## src/rtl/ps2_pkg.sv

```systemverilog
// Shared types and constants for the PS/2 keyboard event receiver.
package ps2_pkg;

    typedef enum logic [1:0] {IDLE, DATA, PARITY, STOP} ps2_state_t;

    localparam logic [7:0] PS2_EXT = 8'hE0;
    localparam logic [7:0] PS2_BRK = 8'hF0;

    typedef struct packed {
        logic       ext;
        logic       brk;
        logic [7:0] code;
    } key_ev_t;

    localparam int KEY_EV_W = $bits(key_ev_t);

endpackage

```

## src/rtl/ps2_evt_fifo.sv

```systemverilog
// Show-ahead event FIFO; a push into a full FIFO is accepted only if a pop frees a slot that cycle.
module ps2_evt_fifo #(
    parameter int WIDTH = 10,
    parameter int DEPTH = 8
) (
    input  logic                   clk,
    input  logic                   rst,
    input  logic                   i_push,
    input  logic [WIDTH-1:0]       i_data,
    input  logic                   i_pop,
    output logic                   o_valid,
    output logic [WIDTH-1:0]       o_data,
    output logic [$clog2(DEPTH):0] o_count,
    output logic                   o_drop
);

    localparam int AW = $clog2(DEPTH);

    logic [WIDTH-1:0] r_mem [DEPTH];
    logic [AW-1:0]    r_wr;
    logic [AW-1:0]    r_rd;
    logic [AW:0]      r_cnt;

    logic w_empty;
    logic w_full;
    logic w_pop;
    logic w_wr;

    assign w_empty = (r_cnt == '0);
    assign w_full  = (r_cnt == (AW+1)'(DEPTH));
    assign w_pop   = i_pop & ~w_empty;
    assign w_wr    = i_push & (~w_full | w_pop);
    assign o_drop  = i_push & w_full & ~w_pop;

    assign o_valid = ~w_empty;
    assign o_data  = w_empty ? '0 : r_mem[r_rd];
    assign o_count = r_cnt;

    always_ff @(posedge clk) begin
        if (w_wr)
            r_mem[r_wr] <= i_data;
    end

    // DEPTH is a power of two, so the pointers wrap by plain overflow.
    always_ff @(posedge clk or negedge rst) begin
        if (!rst) begin
            r_wr  <= '0;
            r_rd  <= '0;
            r_cnt <= '0;
        end else begin
            if (w_wr)
                r_wr <= r_wr + 1'b1;
            if (w_pop)
                r_rd <= r_rd + 1'b1;
            case ({w_wr, w_pop})
                2'b10:   r_cnt <= r_cnt + 1'b1;
                2'b01:   r_cnt <= r_cnt - 1'b1;
                default: r_cnt <= r_cnt;
            endcase
        end
    end

endmodule

```

## src/rtl/ps2_key_event_rx.sv

```systemverilog
// PS/2 keyboard receiver: frames bytes, folds E0/F0 prefixes into key events, queues them in a FIFO.
module ps2_key_event_rx
    import ps2_pkg::*;
#(
    parameter int FIFO_DEPTH  = 8,
    parameter int TIMEOUT_CYC = 20000,
    parameter int SYNC_STAGES = 2
) (
    input  logic                        clk,
    input  logic                        rst,
    input  logic                        ps2_clk,
    input  logic                        ps2_data,
    input  logic                        rd_en,
    input  logic                        clr_err,
    output logic                        ev_valid,
    output logic [7:0]                  ev_code,
    output logic                        ev_brk,
    output logic                        ev_ext,
    output logic [$clog2(FIFO_DEPTH):0] count,
    output logic                        overflow,
    output logic                        err_parity,
    output logic                        err_frame
);

    localparam int TW = $clog2(TIMEOUT_CYC + 1);

    logic [SYNC_STAGES-1:0] r_clk_sync;
    logic [SYNC_STAGES-1:0] r_dat_sync;
    logic                   r_clk_prev;
    ps2_state_t             r_state;
    logic [2:0]             r_bitcnt;
    logic [7:0]             r_shift;
    logic                   r_par;
    logic [TW-1:0]          r_tmo;
    logic                   r_ext;
    logic                   r_brk;
    logic                   r_overflow;

    logic    w_clk_s;
    logic    w_bit;
    logic    w_fall;
    logic    w_tmo;
    logic    w_stop_smp;
    logic    w_ok;
    logic    w_push;
    logic    w_drop;
    key_ev_t w_ev_in;
    key_ev_t w_head;
    logic [KEY_EV_W-1:0] w_head_bits;

    assign w_clk_s = r_clk_sync[SYNC_STAGES-1];
    assign w_bit   = r_dat_sync[SYNC_STAGES-1];
    assign w_fall  = r_clk_prev & ~w_clk_s;
    assign w_tmo   = (r_state != IDLE) & ~w_fall & (r_tmo == TW'(TIMEOUT_CYC - 1));

    // Byte is good when data+parity has an odd number of ones and stop is high.
    assign w_stop_smp = (r_state == STOP) & w_fall;
    assign w_ok       = w_stop_smp & r_par & w_bit;
    assign w_push     = w_ok & (r_shift != PS2_EXT) & (r_shift != PS2_BRK);
    assign err_parity = w_stop_smp & ~r_par;
    assign err_frame  = (w_stop_smp & ~w_bit) | w_tmo;

    assign w_ev_in.ext  = r_ext;
    assign w_ev_in.brk  = r_brk;
    assign w_ev_in.code = r_shift;

    // Line idles high; resetting the synchronisers to 1 avoids a false edge at release.
    always_ff @(posedge clk or negedge rst) begin
        if (!rst) begin
            r_clk_sync <= '1;
            r_dat_sync <= '1;
            r_clk_prev <= 1'b1;
            r_state    <= IDLE;
            r_bitcnt   <= '0;
            r_shift    <= '0;
            r_par      <= 1'b0;
            r_tmo      <= '0;
            r_ext      <= 1'b0;
            r_brk      <= 1'b0;
        end else begin
            r_clk_sync <= {r_clk_sync[SYNC_STAGES-2:0], ps2_clk};
            r_dat_sync <= {r_dat_sync[SYNC_STAGES-2:0], ps2_data};
            r_clk_prev <= w_clk_s;

            if (w_fall || r_state == IDLE)
                r_tmo <= '0;
            else
                r_tmo <= r_tmo + 1'b1;

            if (w_tmo) begin
                r_state <= IDLE;
                r_ext   <= 1'b0;
                r_brk   <= 1'b0;
            end else if (w_fall) begin
                case (r_state)
                    IDLE: begin
                        if (!w_bit) begin
                            r_state  <= DATA;
                            r_bitcnt <= '0;
                            r_par    <= 1'b0;
                        end
                    end
                    DATA: begin
                        r_shift  <= {w_bit, r_shift[7:1]};
                        r_par    <= r_par ^ w_bit;
                        r_bitcnt <= r_bitcnt + 1'b1;
                        if (r_bitcnt == 3'd7)
                            r_state <= PARITY;
                    end
                    PARITY: begin
                        r_par   <= r_par ^ w_bit;
                        r_state <= STOP;
                    end
                    STOP: begin
                        r_state <= IDLE;
                        if (w_ok && r_shift == PS2_EXT) begin
                            r_ext <= 1'b1;
                        end else if (w_ok && r_shift == PS2_BRK) begin
                            r_brk <= 1'b1;
                        end else begin
                            r_ext <= 1'b0;
                            r_brk <= 1'b0;
                        end
                    end
                    default: r_state <= IDLE;
                endcase
            end
        end
    end

    ps2_evt_fifo #(
        .WIDTH (KEY_EV_W),
        .DEPTH (FIFO_DEPTH)
    ) u_fifo (
        .clk     (clk),
        .rst     (rst),
        .i_push  (w_push),
        .i_data  (w_ev_in),
        .i_pop   (rd_en),
        .o_valid (ev_valid),
        .o_data  (w_head_bits),
        .o_count (count),
        .o_drop  (w_drop)
    );

    assign w_head  = key_ev_t'(w_head_bits);
    assign ev_code = w_head.code;
    assign ev_brk  = w_head.brk;
    assign ev_ext  = w_head.ext;

    // A fresh drop in the same cycle as clr_err keeps the flag set.
    always_ff @(posedge clk or negedge rst) begin
        if (!rst)
            r_overflow <= 1'b0;
        else
            r_overflow <= (r_overflow & ~clr_err) | w_drop;
    end

    assign overflow = r_overflow;

endmodule

```

## config.mk

```make
export PLATFORM = sky130hd
export DESIGN_NAME = ps2_key_event_rx
export DESIGN_NICKNAME = d
export VERILOG_FILES = /design/src/rtl/ps2_pkg.sv /design/src/rtl/ps2_evt_fifo.sv /design/src/rtl/ps2_key_event_rx.sv
export SDC_FILE = /design/constraint.sdc
export NUM_CORES = 1
export LEC_CHECK = 0
export ABC_CLOCK_PERIOD_IN_PS = 3450
export CAP_MARGIN = 0
export CORE_MARGIN = 8
export CORE_UTILIZATION = 40
export CTS_BUF_LIST = sky130_fd_sc_hd__clkbuf_4 sky130_fd_sc_hd__clkbuf_8
export DETAILED_ROUTE_END_ITERATION = 16
export GPL_ROUTABILITY_DRIVEN = 0
export PLACE_DENSITY = 0.63
export SYNTH_ARGS = -nofsm -noshare
export SYNTH_HDL_FRONTEND = slang
export SYNTH_HIERARCHICAL = 1
export SYNTH_SLANG_ARGS = --single-unit
```

## constraint.sdc

```tcl
create_clock -name clk -period 3.45 [get_ports clk]
set_clock_uncertainty 0.1 [all_clocks]
set_input_delay 0.5175 -clock clk [delete_from_list [all_inputs] [get_ports clk]]
set_output_delay 0.5175 -clock clk [all_outputs]
set_load 0.02 [all_outputs]
```

==> results by group <==
Outcome
  • Status: finished clean

GRT
  • First-pass GRT wire length: 17.0 mm
  • GRT Total Usage: 0.119
  • GR Overflow Total: 0
  • Pin count of the biggest net entering global routing: 48
  • Initial antenna violation count: 0
  • Vias in the first global route: 3265

Final layout
  • Commonest non-fill, non-tap cell in the layout: edfxtp_1
  • Layout area overhead: 14.6%
  • Layout Cells excl Fill: 622
  • ANT cells: 0
  • Most frequent cells in the layout: edfxtp_1 (80), mux2i_1 (42), dfrtp_1 (41)
  • # nets final: 446
  • Layout cells sized above 1: 0.186

Synthesis
  • Cells after Synth: 391
  • Main synth FF type: edfxtp_1
  • YS warnings: 6
  • Mapped Nets: 408
  • Async SR Flop Fraction: 0.370
  • Post-synth EDFFs: 80
  • Syn Std Cell Area: 0.00565 sq mm
  • Flops & latches, synth: 127
  • Netlist cell types: 58
  • Synthesized area per cell: 14.5 sq um
  • Seq/Total Area, Yosys: 0.634

Clock tree
  • CTS clk-pin slew, worst paths: 70 ps
  • Worst skew pair latency: 420 ps
  • Htree depth: 4
  • Clock root cell: clkbuf_8
  • Total CTS buffers: 17
  • # clock sinks: 127
  • Clock Path Buffers: 2
  • CTS tree: built

Drt
  • First-pass DRT Iterations: 6
  • DRC violations left: 0
  • Vias/cell: 5.22
  • Avg WL per Cell: 16.4 um
  • WL final: 10.2 mm
  • Final ANT Viol Nets: 0
  • Detailed Route Iter0 Violations: 210
  • Via count: 3244

Setup path
  • Critical path peak fanout: 13
  • Arr. time, crit path: 2600 ps
  • Worst reg2reg path endpoint: u_fifo/o_count[2]
  • Flop-to-flop setup slack: 730 ps
  • Crit Path Class: register to primary output
  • Worst path required time: 2830 ps
  • Slowest cell on crit path: nor4_4
  • Startpoint Class: register
  • Critical path endpoint category: primary output
  • Reg2reg path depth: 10
  • Cells along the critical path: nor4_4, a221o_1, a221oi_2, clkdlybuf4s50_1
  • Reg-to-Reg Start: r_state[1]
  • CP max stage delay: 730 ps

STA
  • Maximum clock rate: 0.311 GHz
  • Slew @ Worst Pin: 1110 ps
  • Setup TNS Final: 0 ps
  • Final setup fails: 0
  • Fin crit period: 3220 ps
  • Fin crit share: 0.933
  • Slew Viols, Final: 0
  • Slew margin rel.: 0.262
  • Final Hold Vio Count: 0
  • RSZ-0062 raised after global routing: false

Die
  • Die width: 135 um
  • Die area: 0.0182 sq mm
  • I/O pin total: 24
  • Die height: 135 um
  • FP Rows: 43
  • Initial core utilization: 0.409
  • Core Area: 0.0138 sq mm

Power
  • Pwr/cell area: 766 mW/mm^2
  • Clock power frac: 0.248
  • Internal power: 0.00325 W
  • Max VDD drop: 308 uV
  • Sw frac: 0.345
  • Leak: 2.49 nW
  • Comb pwr share: 0.320
  • Net Sw Power: 0.00171 W
  • Total power: 0.00496 W
  • Sequential Power Share: 0.433

Place
  • Hpwl dp: 6.66 mm
  • I/O Buffers: 23
  • Dpl cells: 588

Min path
  • HP Class: input port to asynchronous set/reset pin

Flow run
  • # Max-Cap Violations: 0
==> routing by layer <==
metal / wire length, um / global-route usage / up-vias
li1: - / - / 1560
met1: 4920 / 0.151 / 1617
met2: 4830 / 0.184 / 57
met3: 368 / 0.0427 / 10
met4: 98 / 0.0418 / 0
met5: 0 / 0 / -
==> how the worst max path moves through the flow <==
| stage | startpoint | end | slack (ps) | cells past startpoint |
|---|---|---|---|---|
| after floorplan | r_state[0] | u_fifo/r_mem[0][0] | 450 | 5 |
| after global placement | u_fifo/r_rd[1] | ev_ext | 530 | 4 |
| after detailed placement | u_fifo/r_rd[1] | ev_code[4] | 510 | 4 |
| after CTS | u_fifo/r_rd[1] | ev_code[4] | 20 | 4 |
| after global routing | r_state[0] | err_frame | 50 | 6 |
| final | u_fifo/o_count[2] | ev_brk | 230 | 4 |
==> sequential cells by signal (all words and copies together) (netlist names) <==
register        cells
r_dat_sync          2
r_state             2
r_tmo              15
r_shift             8
u_fifo/o_count      4
r_clk_sync          2
overflow            1
u_fifo/r_mem       80
r_brk               1
r_clk_prev          1
u_fifo/r_wr         3
r_bitcnt            3
r_ext               1
r_par               1
u_fifo/r_rd         3
==> power groups by stage <==
stage	logic, W	clock network, W	registers (W)
2_1_floorplan	0.00126	0	0.00201
3_3_place_gp	0.00156	0	0.00215
3_5_place_dp	0.00160	0	0.00217
4_1_cts	0.00160	0.00126	0.00214
5_1_grt	0.00173	0.00133	0.00219
6_report	0.00158	0.00123	0.00214
==> metrics by stage <==
stage,instance area (sq um),util,hold slack [ps],worst slack (ps)
4_1_cts,6450,0.467,203,15.8
3_3_place_gp,6070,0.439,246,526
2_1_floorplan,5650,-,122,454
5_1_grt,6470,0.468,260,47.5
6_report,6470,0.468,202,231
3_5_place_dp,6070,0.439,248,511
==> synth_stat cells, drive strengths merged (2+ instances only) <==
| cell type | n | area share |
|---|---|---|
| a21o | 3 | 0.0040 |
| a21oi | 5 | 0.0044 |
| a221o | 12 | 0.021 |
| a221oi | 10 | 0.025 |
| a22o | 2 | 0.0031 |
| a32o | 2 | 0.0035 |
| and2 | 3 | 0.0033 |
| buf | 11 | 0.017 |
| clkbuf | 6 | 0.0049 |
| dfrtp | 42 | 0.19 |
| dfstp | 5 | 0.023 |
| edfxtp | 80 | 0.43 |
| ha | 11 | 0.024 |
| inv | 12 | 0.0080 |
| mux2 | 9 | 0.019 |
| mux2i | 42 | 0.074 |
| nand2 | 17 | 0.011 |
| nand2b | 9 | 0.010 |
| nand3 | 6 | 0.0062 |
| nand3b | 2 | 0.0027 |
| nand4 | 6 | 0.0077 |
| nor2 | 25 | 0.017 |
| nor2b | 3 | 0.0033 |
| nor3 | 10 | 0.0089 |
| nor4 | 7 | 0.016 |
| nor4b | 2 | 0.0031 |
| o211ai | 4 | 0.0053 |
| o21ai | 11 | 0.012 |
| o21bai | 2 | 0.0027 |
| o22ai | 2 | 0.0022 |
| o32a | 2 | 0.0035 |
| or2 | 2 | 0.0022 |
| or3 | 4 | 0.0053 |
| xnor2 | 12 | 0.019 |
==> area by class of cell <==
cell class | count | area (sq um)
fill | 1190 | 7350
inverter | 12 | 45.0
clock buffer | 18 | 241
multi-input combinational | 235 | 1910
sequential | 127 | 3590
tap | 180 | 225
clock inverter | 14 | 140
timing repair buffer | 36 | 323
==> critical path: cells and delay by family, from the launching register on <==
kind            cells  cell delay (ps)
flops               1              550
simple gates        1              730
compound gates      2              310
buf+inv             1              580
==> kinds of logic (layout without fill, tap and decap cells) <==
kind of cell / Yosys count / after routing / synth area share
flip-flops: 127 / 127 / 0.634
buffers and inverters: 29 / 80 / 0.0299
adder cells (fa/ha/maj): 11 / 11 / 0.0244
multiplexers: 51 / 51 / 0.0930
AO/OA/AOI/OAI: 60 / 60 / 0.0952
XOR/XNOR: 13 / 13 / 0.0202
AND/OR/NAND/NOR: 100 / 100 / 0.103
==> repair_timing <==
item / in CTS / in global routing
resized for setup: 0 / 2
hold buffers: 0 / 0
setup endpoints to repair: 0 / 10
buffers inserted: 0 / 2
Power figures use the tool's default switching activity.
